### src/rtl/hazard_pkg.sv
// hazard_pkg: shared definitions for the hazard/forwarding unit.
//   - fwd_sel encoding constants (FWD_RF = register file, FWD_STGk = stage k)
//   - load-use stall FSM state type
//   - sel_width(): width of one fwd_sel field for a given stage count
package hazard_pkg;

   localparam int unsigned FWD_RF   = 0;
   localparam int unsigned FWD_STG1 = 1;
   localparam int unsigned FWD_STG2 = 2;
   localparam int unsigned FWD_STG3 = 3;
   localparam int unsigned FWD_STG4 = 4;

   typedef enum logic {
      IDLE  = 1'b0,
      STALL = 1'b1
   } hz_state_t;

   // One extra code point is needed for "no forwarding" (FWD_RF).
   function automatic int unsigned sel_width(input int unsigned num_stages);
      return $clog2(num_stages + 1);
   endfunction

endpackage

### src/rtl/hazard_forward_unit_fwd_prio_sel.sv
// fwd_prio_sel: priority encoder choosing the forwarding source for one
// EX-stage source operand.
// Ports:
//   rs      in   source register index
//   fwd_rd  in   destination index per stage, stage k at [(k-1)*REG_AW +: REG_AW]
//   fwd_wb  in   regwrite-valid per stage, stage k at bit k-1
//   sel     out  0 = register file, k = youngest matching stage k
module fwd_prio_sel
   import hazard_pkg::*;
#(
   parameter int unsigned REG_AW         = 5,
   parameter int unsigned NUM_FWD_STAGES = 2,
   parameter int unsigned SEL_W          = sel_width(NUM_FWD_STAGES)
) (
   input  logic [REG_AW-1:0]                rs,
   input  logic [NUM_FWD_STAGES*REG_AW-1:0] fwd_rd,
   input  logic [NUM_FWD_STAGES-1:0]        fwd_wb,
   output logic [SEL_W-1:0]                 sel
);

   // Scan from oldest to youngest so the youngest match is written last.
   always_comb begin
      sel = SEL_W'(FWD_RF);
      for (int unsigned k = NUM_FWD_STAGES; k >= 1; k--) begin
         if (fwd_wb[k-1] &&
             (fwd_rd[(k-1)*REG_AW +: REG_AW] != '0) &&
             (fwd_rd[(k-1)*REG_AW +: REG_AW] == rs)) begin
            sel = SEL_W'(k);
         end
      end
   end

endmodule

### src/rtl/hazard_forward_unit.sv
// hazard_forward_unit: data-hazard handling for the in-order pipeline.
//   - EX operand forwarding (combinational, youngest stage wins)
//   - load-use detection and LOAD_LAT-cycle stall FSM
//   - saturating stall-cycle counter
// Ports:
//   clk, rst_n        clock, synchronous active-low reset
//   ex_rs             EX source indices, src i at [i*REG_AW +: REG_AW]
//   fwd_rd, fwd_wb    per-stage destination index and regwrite-valid
//   fwd_sel           per-source forwarding select (0 = register file)
//   id_rs, id_rs_used ID source indices and read-enables
//   ex_rd, ex_valid, ex_mem_read  EX instruction destination / valid / load
//   flush_in          redirect; suppresses detection and aborts a stall
//   stat_clr          clear stall_count
//   stall_if, stall_id, flush_ex  pipeline control
//   hazard_busy       FSM in STALL
//   stall_count       saturating count of stall cycles
module hazard_forward_unit
   import hazard_pkg::*;
#(
   parameter int unsigned REG_AW         = 5,
   parameter int unsigned NUM_SRC        = 2,
   parameter int unsigned NUM_FWD_STAGES = 2,
   parameter int unsigned LOAD_LAT       = 1,
   parameter int unsigned CNT_W          = 16,
   localparam int unsigned SEL_W         = sel_width(NUM_FWD_STAGES)
) (
   input  logic                             clk,
   input  logic                             rst_n,
   input  logic [NUM_SRC*REG_AW-1:0]        ex_rs,
   input  logic [NUM_FWD_STAGES*REG_AW-1:0] fwd_rd,
   input  logic [NUM_FWD_STAGES-1:0]        fwd_wb,
   output logic [NUM_SRC*SEL_W-1:0]         fwd_sel,
   input  logic [NUM_SRC*REG_AW-1:0]        id_rs,
   input  logic [NUM_SRC-1:0]               id_rs_used,
   input  logic [REG_AW-1:0]                ex_rd,
   input  logic                             ex_valid,
   input  logic                             ex_mem_read,
   input  logic                             flush_in,
   input  logic                             stat_clr,
   output logic                             stall_if,
   output logic                             stall_id,
   output logic                             flush_ex,
   output logic                             hazard_busy,
   output logic [CNT_W-1:0]                 stall_count
);

   // rem holds the STALL cycles still owed, including the current one.
   localparam int unsigned REM_W = (LOAD_LAT > 1) ? $clog2(LOAD_LAT) : 1;

   hz_state_t        state, state_next;
   logic [REM_W-1:0] rem, rem_next;
   logic             rs_hit;
   logic             luh;
   logic             stall;

   // Forwarding selects, one priority encoder per source operand.
   for (genvar i = 0; i < NUM_SRC; i++) begin : g_src
      fwd_prio_sel #(
         .REG_AW         (REG_AW),
         .NUM_FWD_STAGES (NUM_FWD_STAGES),
         .SEL_W          (SEL_W)
      ) u_sel (
         .rs     (ex_rs[i*REG_AW +: REG_AW]),
         .fwd_rd (fwd_rd),
         .fwd_wb (fwd_wb),
         .sel    (fwd_sel[i*SEL_W +: SEL_W])
      );
   end

   // Load-use detection against the ID-stage sources.
   always_comb begin
      rs_hit = 1'b0;
      for (int unsigned i = 0; i < NUM_SRC; i++) begin
         if (id_rs_used[i] && (id_rs[i*REG_AW +: REG_AW] == ex_rd)) begin
            rs_hit = 1'b1;
         end
      end
      luh = ex_valid && ex_mem_read && (ex_rd != '0) && !flush_in && rs_hit;
   end

   // The first stall cycle is spent in IDLE (the load is still in EX); STALL
   // covers the remaining LOAD_LAT-1 cycles.
   always_comb begin
      state_next  = state;
      rem_next    = rem;
      stall       = 1'b0;
      hazard_busy = 1'b0;
      unique case (state)
         IDLE: begin
            stall = luh;
            if (luh && (LOAD_LAT > 1)) begin
               state_next = STALL;
               rem_next   = REM_W'(LOAD_LAT - 1);
            end
         end
         STALL: begin
            stall       = 1'b1;
            hazard_busy = 1'b1;
            if (flush_in || (rem == REM_W'(1))) begin
               state_next = IDLE;
               rem_next   = '0;
            end else begin
               rem_next = rem - REM_W'(1);
            end
         end
         default: begin
            state_next = IDLE;
            rem_next   = '0;
         end
      endcase
   end

   assign stall_if = stall;
   assign stall_id = stall;
   assign flush_ex = stall;

   always_ff @(posedge clk) begin
      if (!rst_n) begin
         state <= IDLE;
         rem   <= '0;
      end else begin
         state <= state_next;
         rem   <= rem_next;
      end
   end

   always_ff @(posedge clk) begin
      if (!rst_n) begin
         stall_count <= '0;
      end else if (stat_clr) begin
         stall_count <= '0;
      end else if (stall && (stall_count != '1)) begin
         stall_count <= stall_count + CNT_W'(1);
      end
   end

endmodule

### config.mk
export PLATFORM = sky130hd
export DESIGN_NAME = hazard_forward_unit
export DESIGN_NICKNAME = d
export VERILOG_FILES = /design/src/rtl/hazard_pkg.sv /design/src/rtl/hazard_forward_unit_fwd_prio_sel.sv /design/src/rtl/hazard_forward_unit.sv
export SDC_FILE = /design/constraint.sdc
export NUM_CORES = 1
export LEC_CHECK = 0
export BUFFER_PORTS_ARGS = -buffer_cell sky130_fd_sc_hd__buf_2
export CAP_MARGIN = 20
export CORE_MARGIN = 2
export CORE_UTILIZATION = 41
export CTS_CLUSTER_DIAMETER = 30
export DETAILED_ROUTE_END_ITERATION = 16
export PLACE_DENSITY = 0.83
export SLEW_MARGIN = 20
export SYNTH_ARGS = -nofsm -noshare
export SYNTH_HDL_FRONTEND = slang
export SYNTH_HIERARCHICAL = 1
export SYNTH_SLANG_ARGS = --single-unit
### constraint.sdc
create_clock -name clk -period 2.25 [get_ports clk]
set_input_delay 0.45 -clock clk [delete_from_list [all_inputs] [get_ports clk]]
set_output_delay 0.45 -clock clk [all_outputs]
set_load 0.005 [all_outputs]
==> run summary <==
WL/cell: 12.6 um
Slew @ Worst Pin: 0.639 ns
Worst Path Class, Setup: primary input to primary output
maximum clock insertion buffer count: 2
Syn Nets: 215
via/cell ratio: 5.43
GRT Resource Usage Total: 18.3%
Ports: 69
drt first pass iters: 5
FF+latch count, synth: 18
most common cell in the netlist: xnor2_1
Max VDD drop: 257 uV
share of the synthesized area in the top cell type: 25.7%
hold buffers post-CTS: 0
fin nets: 288
initial antenna violation count: 0
Slew Limit Fails: 0
CTS clock-pin slew for the worst setup and hold paths: 0.10 ns
period utilization: 96.6%
first-pass GRT wire length: 5.88 mm
synth warn: 6
asr flop ratio synth: 0%
CP endpoint kind: primary output
die width: 62.5 um
RSZ-0062 raised after global routing: no
cell area after synthesis: 1400 um^2
worst hold path class: primary input to flip-flop
endpoints failing hold: 0
synthesized instance count: 169
max frequency: 0.460 GHz
sequential share of the synthesized area: 25.7%
fillers: 344
Die H: 62.5 um
startpoint types: primary input
share of cells above drive strength 1: 38.2%
postcts setup bufs: 0
Vias: 1557
Routed WL: 3.61 mm
Max-slew headroom: 57.4%
Final Setup Violations: 0
Placer Congestion: 0.784
Critical Path AT: 1.72 ns
Pwr Total: 664 uW
Setup Total Neg Slack: 0 ns
Final ANT Viol Nets: 0
Synth area leaders: dfxtp_1, xnor2_1, a21oi_1
# DRC: 0
CP Max Fanout: 3
top_reg_cell synth: dfxtp_1
CORE AREA: 3310 um^2
Setup Skew: 0.00243 ns
CTS tree: done
FP Rows: 21
vias in the first global route: 1359
syn_area_per_cell: 8.29 um^2
area leader, netlist: dfxtp_1
Post-synth EDFFs: 0
Ant. Diodes: 0
CTS Root Cell: clkbuf_4
Max Cap Viol: 0
die area: 3900 um^2
largest net degree at the start of global routing: 16
total congestion overflow: 0
area delta synth->final: 30.7%
initial DRC count: 43
WHS: 0.341 ns
crit path time final: 2.17 ns
Synth cell types: 43
H-tree depth: 1
Power Density: 362 nW/um^2
Initial Util: 42.3%
CTS sink cnt: 18
dpl hpwl: 2.91 mm
Resize count post-CTS: 0
status: completed
WP data required: 1.80 ns
Post-synth top cells: xnor2_1, dfxtp_1, a21oi_1
Lkg Pwr: 0.722 nW
insertion delay to the later sink of the worst-skew pair: 0.30 ns
IO buf count: 68
Inserted Clock Buffers: 3
==> where the power goes <==
part / switching (mW) / leakage, nW / total (mW) / internal (mW)
registers: 0.0000216 / 0.145 / 0.318 / 0.318
clock network: 0.106 / 0.0210 / 0.205 / 0.0989
logic: 0.0701 / 0.557 / 0.141 / 0.0707
==> sequential cells by signal, indices dropped and copies added, names as in the netlist <==
| signal | count |
|---|---|
| stall_count | 16 |
| rem | 1 |
| state | 1 |
==> through the flow <==
stage / instances / setup WS [ns] / cell area [um^2] / utilization (%)
finish: 287 / 0.0759 / 1830 / 55.3
CTS: 286 / 0.0735 / 1820 / 55.1
detailed placement: 282 / 0.0669 / 1790 / 54.0
global route: 287 / 0.0389 / 1830 / 55.3
floorplan: 169 / 0.0288 / 1400 / -
global placement: 282 / 0.0871 / 1790 / 54.0
==> worst max-delay path, stage by stage <==
cell,delay (ns)
buf_2,0.12
or4_4,0.53
o2111a_2,0.28
a21oi_4,0.15
inv_1,0.07
buf_2,0.12
==> layout make-up <==
cell class                      count  area (um^2)  share of cell area, %
Clock buffer                        4         36.3                   1.98
Inverter                            5         18.8                   1.02
Multi-Input combinational cell    141          981                   53.6
Sequential cell                    18          360                   19.7
Tap cell                           46         57.6                   3.14
Timing Repair Buffer               73          378                   20.6
==> routing by layer <==
layer	GRT usage (%)	vias to the layer above	wire length [um]	part of all wire (%)
met2	32.7	49	1830	51
met4	6.67	0	56	1.6
met5	0	-	0	0
li1	-	772	-	-
met1	21.7	729	1490	41
met3	3.60	7	227	6.3
==> layout by cell type (no fill, tap or decap), types with 2 or more instances in the layout <==
master	synthesis	final
buf_2	0	68
xnor2_1	21	21
or3_1	9	9
dfxtp_1	18	18
nor2b_1	2	2
nand2b_1	2	2
a21oi_1	14	14
a21oi_2	2	2
nor2_1	7	7
o41ai_2	2	2
a211oi_2	2	2
clkbuf_4	0	3
o21ai_0	4	4
o31ai_1	3	3
buf_4	2	5
and3_4	2	2
o21ai_1	5	5
nand3_1	10	10
nor4_1	3	3
inv_1	5	5
or4_1	3	3
nor3_1	4	4
mux2i_1	2	2
nor3_2	2	2
nand2_1	12	12
xor2_1	6	6
nand4_1	8	8
==> final timing paths <==
| check | start | slack (ns) | to | cells after the start |
|---|---|---|---|---|
| worst max-delay path | ex_rd[0] | 0.08 | stall_id | 6 |
| worst min-delay path | flush_in | 0.34 | state | 2 |
| worst min register to register | rem | 0.46 | state | 1 |
| worst max register to register | stall_count[1] | 0.20 | stall_count[9] | 7 |
==> logic make-up after synthesis <==
group           count (synthesis)  synth area share, %
simple gates                   70                 29.4
xor+xnor                       27                 16.9
flops                          18                 25.7
mux                             2                 1.43
compound gates                 41                 21.4
buf+inv                        10                 4.29
fa+ha+maj                       1                0.893
Power figures use the tool's default switching activity.
